$ cat src/rtl/vz_loader.sv
// vz_loader: VZ snapshot loader from the hps_io ioctl stream into main RAM, sharing the write port with the Z80.
// Optional VZ_AUTORUN_EN adds an exec_req/exec_addr/exec_ack handshake for machine-code loads.
module vz_loader #(
    parameter logic [7:0]  DN_IDX    = 8'd1,
    parameter int          HDR_LEN   = 24,
    parameter int          STALL_MAX = 16,
    parameter logic [15:0] PTR_ADDR  = 16'h78F9
) (
    input  logic        clk_sys,
    input  logic        reset,
    input  logic        dn_download,
    input  logic [7:0]  dn_index,
    input  logic        dn_wr,
    input  logic [15:0] dn_addr,
    input  logic [7:0]  dn_data,
    input  logic        cpu_req,
    output logic        cpu_wait,
    output logic        ram_sel,
    output logic        ram_we,
    output logic [15:0] ram_addr,
    output logic [7:0]  ram_din,
    output logic        busy,
    output logic        done,
    output logic [1:0]  err,
    output logic [7:0]  file_type,
    output logic [15:0] start_addr,
`ifdef VZ_AUTORUN_EN
    output logic        exec_req,
    output logic [15:0] exec_addr,
    input  logic        exec_ack,
`endif
    output logic [15:0] end_addr
);
    typedef enum logic [2:0] {
        S_IDLE, S_HDR, S_DATA, S_DRAIN, S_PATCH_LO, S_PATCH_HI, S_DONE, S_ERR
    } state_t;

    state_t      state_q, state_d;
    logic        act_q, act_d, pend_q, pend_d, magic_q, magic_d, wait_q, wait_d;
    logic [7:0]  pdata_q, pdata_d, ft_q, ft_d, cnt_q, cnt_d;
    logic [15:0] exp_q, exp_d, ptr_q, ptr_d, start_q, start_d, end_q, end_d;
    logic [1:0]  err_q, err_d;
    logic        start, fall, take, addr_ok, wr_req, wr_now, patch;
    logic [7:0]  magic_ch;
`ifdef VZ_AUTORUN_EN
    logic        exec_q, exec_d;
`endif

    always_comb begin
        act_d    = dn_download && dn_index == DN_IDX;
        start    = act_d && !act_q;
        fall     = act_q && !act_d;
        take     = act_d && dn_wr;
        addr_ok  = dn_addr == exp_q;
        patch    = state_q == S_PATCH_LO || state_q == S_PATCH_HI;
        wr_req   = ((state_q == S_DATA || state_q == S_DRAIN) && pend_q) || patch;
        wr_now   = wr_req && !cpu_req && !reset;
        magic_ch = dn_addr == 16'd0 ? 8'h56 : dn_addr == 16'd1 ? 8'h5A : 8'h46;
        state_d  = state_q;
        pend_d   = pend_q;
        pdata_d  = pdata_q;
        magic_d  = magic_q;
        ft_d     = ft_q;
        exp_d    = exp_q;
        ptr_d    = ptr_q;
        start_d  = start_q;
        end_d    = end_q;
        err_d    = err_q;
        // Stall counter only runs while a write is waiting for a bus gap
        cnt_d    = wr_req && !wr_now ? (cnt_q == 8'(STALL_MAX) ? cnt_q : cnt_q + 8'd1) : 8'd0;
        wait_d   = wr_req && !wr_now && (wait_q || cnt_q == 8'(STALL_MAX - 1));
        if (wr_now && !patch) begin
            pend_d = 1'b0;
            ptr_d  = ptr_q + 16'd1;
            end_d  = ptr_q + 16'd1;
        end
        unique case (state_q)
            S_IDLE: ;
            S_HDR:
                if (fall) begin
                    state_d = S_ERR;
                    err_d   = 2'd3;
                end else if (take) begin
                    if (!addr_ok) begin
                        state_d = S_ERR;
                        err_d   = 2'd2;
                    end else begin
                        exp_d = exp_q + 16'd1;
                        if (dn_addr < 16'd3) magic_d = magic_q && dn_data == magic_ch;
                        if (dn_addr == 16'd3 && !(magic_q && (dn_data == 8'h30 || dn_data == 8'h4F))) begin
                            state_d = S_ERR;
                            err_d   = 2'd1;
                        end
                        if (dn_addr == 16'(HDR_LEN - 3)) ft_d = dn_data;
                        if (dn_addr == 16'(HDR_LEN - 2)) start_d[7:0] = dn_data;
                        if (dn_addr == 16'(HDR_LEN - 1)) begin
                            start_d[15:8] = dn_data;
                            ptr_d         = {dn_data, start_q[7:0]};
                            end_d         = {dn_data, start_q[7:0]};
                            state_d       = S_DATA;
                        end
                    end
                end
            S_DATA:
                if (fall) state_d = S_DRAIN;
                else if (take) begin
                    if (!addr_ok || (pend_q && !wr_now)) begin
                        state_d = S_ERR;
                        err_d   = 2'd2;
                    end else begin
                        pend_d  = 1'b1;
                        pdata_d = dn_data;
                        exp_d   = exp_q + 16'd1;
                    end
                end
            S_DRAIN:    if (!pend_q || wr_now) state_d = ft_q == 8'hF0 ? S_PATCH_LO : S_DONE;
            S_PATCH_LO: if (wr_now) state_d = S_PATCH_HI;
            S_PATCH_HI: if (wr_now) state_d = S_DONE;
            S_DONE:     state_d = S_IDLE;
            S_ERR:      state_d = S_IDLE;
        endcase
`ifdef VZ_AUTORUN_EN
        exec_d = state_q == S_DONE && ft_q == 8'hF1 ? 1'b1 : exec_q && !exec_ack;
        if (start) exec_d = 1'b0;
`endif
        if (start) begin
            state_d = S_HDR;
            err_d   = 2'd0;
            exp_d   = 16'd0;
            pend_d  = 1'b0;
            magic_d = 1'b1;
            cnt_d   = 8'd0;
            wait_d  = 1'b0;
        end
    end

    always_ff @(posedge clk_sys) begin
        if (reset) begin
            state_q <= S_IDLE;
            act_q   <= 1'b0;
            pend_q  <= 1'b0;
            magic_q <= 1'b0;
            wait_q  <= 1'b0;
            pdata_q <= 8'd0;
            ft_q    <= 8'd0;
            cnt_q   <= 8'd0;
            exp_q   <= 16'd0;
            ptr_q   <= 16'd0;
            start_q <= 16'd0;
            end_q   <= 16'd0;
            err_q   <= 2'd0;
        end else begin
            state_q <= state_d;
            act_q   <= act_d;
            pend_q  <= pend_d;
            magic_q <= magic_d;
            wait_q  <= wait_d;
            pdata_q <= pdata_d;
            ft_q    <= ft_d;
            cnt_q   <= cnt_d;
            exp_q   <= exp_d;
            ptr_q   <= ptr_d;
            start_q <= start_d;
            end_q   <= end_d;
            err_q   <= err_d;
        end
    end

`ifdef VZ_AUTORUN_EN
    always_ff @(posedge clk_sys) begin
        if (reset) exec_q <= 1'b0;
        else exec_q <= exec_d;
    end

    assign exec_req  = exec_q;
    assign exec_addr = start_q;
`endif

    assign cpu_wait   = wait_q && wr_req;
    assign ram_sel    = wr_now;
    assign ram_we     = wr_now;
    assign ram_addr   = state_q == S_PATCH_LO ? PTR_ADDR : state_q == S_PATCH_HI ? PTR_ADDR + 16'd1 : ptr_q;
    assign ram_din    = state_q == S_PATCH_LO ? end_q[7:0] : state_q == S_PATCH_HI ? end_q[15:8] : pdata_q;
    assign busy       = state_q == S_HDR || state_q == S_DATA || state_q == S_DRAIN || patch;
    assign done       = state_q == S_DONE;
    assign err        = err_q;
    assign file_type  = ft_q;
    assign start_addr = start_q;
    assign end_addr   = end_q;
endmodule

$ cat config.mk
export PLATFORM = sky130hd
export DESIGN_NAME = vz_loader
export DESIGN_NICKNAME = d
export VERILOG_FILES = /design/src/rtl/vz_loader.sv
export SDC_FILE = /design/constraint.sdc
export NUM_CORES = 1
export LEC_CHECK = 0
export BUFFER_PORTS_ARGS = -buffer_cell sky130_fd_sc_hd__buf_2
export CORE_ASPECT_RATIO = 1.4
export CORE_MARGIN = 2
export CORE_UTILIZATION = 45
export CTS_CLUSTER_DIAMETER = 60
export CTS_CLUSTER_SIZE = 24
export DETAILED_ROUTE_END_ITERATION = 8
export GPL_TIMING_DRIVEN = 0
export MAX_ROUTING_LAYER = met4
export PLACE_DENSITY_LB_ADDON = 0.12
export RECOVER_POWER = 50
export SYNTH_ARGS = -nofsm -noshare
export SYNTH_HDL_FRONTEND = slang
export SYNTH_SLANG_ARGS = --single-unit
export TNS_END_PERCENT = 30
$ cat constraint.sdc
create_clock -name clk_sys -period 4 [get_ports clk_sys]
set_clock_uncertainty 0.2 [all_clocks]
set_input_delay 0.8 -clock clk_sys [delete_from_list [all_inputs] [get_ports clk_sys]]
set_output_delay 0.8 -clock clk_sys [all_outputs]
set_load 0.1 [all_outputs]
==> metrics <==
core box area 0.0118 sq mm; drt drc 0; most common cell after layout, fill and taps aside dfxtp_1; Fin. Hold Viols 0; status complete, no violations; GRT Overall Usage 26.1%; WHS Endpoint start_addr[11]; remaining global-route overflow 0; Tot Pwr 2.63 mW; Slew headroom between 20% and 30%; Yosys warnings 0; DRT Wirelength around 17000 um; maximum fanout along the worst path 10; initial core utilization 46.2%; Worst-path clk slew 0.07 ns; Leak 2.47 nW; # IOs 108; Int Pwr 1.68 mW; TritonCTS clock tree built; highest metal used met4; Slew Limit Fails 0; CTS sink cnt 97; Post-CTS Setup Repair Bufs 0; Post-DP Area 0.00617 sq mm; Via density around 5.7; Post-Synth Simple-Gate Area about 29%; nets approximately 830; die width ~97 um; mux contribution to synthesized area 6.81%; xor-xnor portion of the synthesized cell area 8.51%; PostCTS Resize Cnt 0; DIE HEIGHT 134 um; flop2flop setup slack 0.69 ns; num rows 47; hold path startpoint start_addr[11]; Synth Flop Type dfxtp_1; Comb power frac 26.5%; part of the power in the clock network 35.8%; PnR worst setup slack 0.308 ns; critical path class input port to flip-flop; sequential power share 37.7%; layout cell share with drive strength beyond 1 12.4%; largest net degree at the start of global routing 17; Max H-tree Level 3; Seq cells post-synth 97; WL met1 about 6600 um; Synth async-reset ratio 0%; FF-to-FF Start exp_q[5]; Psw 0.944 mW; dpl ws 0.383 ns; post-route design area between 0.006 and 0.007 sq mm; Final Non-Filler Cells 938; setup TNS 0 ns; Worst Setup Start Kind input port; port buffer count between 100 and 150; CP Data Required Time 4.08 ns; vias 5357; register area share after synthesis about 36%; maxcap violations 0; Highest Clock Rate between 200 and 300 MHz; top-area cell type share of the netlist area 35.6%; Worst-Margin Slew 1.20 ns; Post-Syn Area 0.00546 sq mm; Hold-fix buffers, CTS 0; most frequent cells in the layout dfxtp_1 (97), nand2_1 (87), clkbuf_1 (80); RSZ-0062 raised after global routing no; worst-skew pair later-pin latency 0.35 ns; clock buffer count from CTS 9; antenna viol nets, final 0; initial antenna violation count 0; first-pass GRT wire length 26400 um; Final setup viols 0; synthesized net count 713; die area roughly 0.013 sq mm; Max clock buf depth 2; Antenna Cells 0; met3 WL post-DR ~740 um; Net Sw Frac 35.9%; DR WL met2 8910 um; Netlist cell types 61; Placer Congestion 0.909; vias in the first global route a little over 5000; drt wl/cell 18.0 um; DR iter-0 viols 212; Worst VDD drop 0.313 mV; Crit path arrival time 3.77 ns; Syn Area/Cell 8.14 sq um; Util after Layout 54.2%; final worst hold slack 0.259 ns; fillers 1188; top post-synthesis cells by area dfxtp_1 (36%), mux2i_1 (6.6%), nand2_1 (6.0%); Worst Setup End Kind flip-flop; dpl hpwl around 13000 um; Hold Crit Class flip-flop to flip-flop; Pwr per Cell Area 410 mW/mm^2; complex-gate fraction of the synthesized area approximately 15%; FF-to-FF End end_addr[9]; Tmin final 3.69 ns; Pre-antenna DRT Iters 5; post-synthesis adder-cell area fraction 1.38%; largest family of logic cells by synthesized area simple AND/OR/NAND/NOR gates; Post-synth EDFFs 0; Root Driver clkbuf_16; Hold Path Stages 2; Mapped Cells between 600 and 700; Final period util 92.3%; R2R depth 9; area leader, netlist dfxtp_1; Layout area overhead 17.5%; placed cells 922
[registers in the layout, summed over array words and instances, names as in the netlist]
name	count
act_q	1
cnt_q	8
end_addr	16
err	2
exp_q	16
file_type	8
magic_q	1
pdata_q	8
pend_q	1
ptr_q	16
start_addr	16
state_q	3
wait_q	1
[worst max-delay path, cell delays in order]
cell,delay [ns]
clkbuf_1,0.10
nor4_1,0.41
nand3_1,0.28
nor2_1,0.44
and4_1,0.27
clkbuf_1,0.46
clkbuf_1,0.48
nand2_1,0.32
a21oi_1,0.20
[layer usage]
| layer | up-vias | GRT usage [%] |
|---|---|---|
| li1 | 2604 | - |
| met1 | 2559 | 28.6 |
| met2 | 162 | 47.9 |
| met3 | 32 | 2.76 |
| met4 | 0 | 11.0 |
| met5 | - | - |
[how the worst max path moves through the flow]
| stage | startpoint | slack (ns) | depth (start not counted) | endpoint |
|---|---|---|---|---|
| after CTS | state_q[0] | 0.33 | 5 | ram_din[4] |
| final | dn_addr[10] | 0.31 | 9 | end_addr[9] |
| after detailed placement | dn_index[2] | 0.38 | 10 | ptr_q[10] |
| after global placement | dn_index[2] | 0.44 | 10 | exp_q[10] |
| after global routing | state_q[0] | 0.18 | 5 | ram_din[4] |
| after floorplan | state_q[0] | -0.27 | 4 | ram_din[2] |
[power by group through the flow]
| stage | Sequential [mW] | Combinational, mW | Clock (mW) |
|---|---|---|---|
| finish | 0.989 | 0.696 | 0.942 |
| global route | 0.991 | 0.732 | 0.991 |
| CTS | 0.988 | 0.700 | 0.946 |
| detailed placement | 1.01 | 0.698 | 0 |
| global placement | 1.01 | 0.692 | 0 |
| floorplan | 1.01 | 0.547 | 0 |
[area by class of cell]
class	count	area [sq um]	area share, %
timing repair buffer	105	462	7.20
buffer	39	169	2.63
tap	147	184	2.87
clock inverter	6	90.1	1.41
clock buffer	10	229	3.57
inverter	12	45.0	0.703
multi-input combinational	522	3290	51.3
sequential	97	1940	30.3
[cells in the mapped netlist (3+ instances only)]
master and number:
buf_2 8, nand2b_1 19, o211ai_1 17, nand3_1 27, o21ai_0 29, xor2_1 16, buf_1 4, ha_1 6
nor4bb_1 4, a31oi_1 4, nor4_4 4, mux2i_1 36, dfxtp_1 97, o21a_1 6, and3_1 6, clkbuf_1 22
a21oi_1 55, nor4_1 7, or3_1 8, nand4_1 17, and2_1 7, buf_4 4, inv_1 12, nor2b_1 3
or4_1 6, nor3_1 8, nand4_2 4, nand2_1 87, o31ai_1 3, nor2_1 67, xnor2_1 37
[logic make-up after synthesis]
| family | after synthesis |
|---|---|
| and+or+nand+nor | 292 |
| AOI/OAI and AO/OA | 134 |
| DFF | 97 |
| xor gates and xnor gates | 53 |
| buffers and inverters | 51 |
| muxes | 37 |
| adders and majority gates | 6 |
Note: power is estimated with default switching activity, not from simulation.
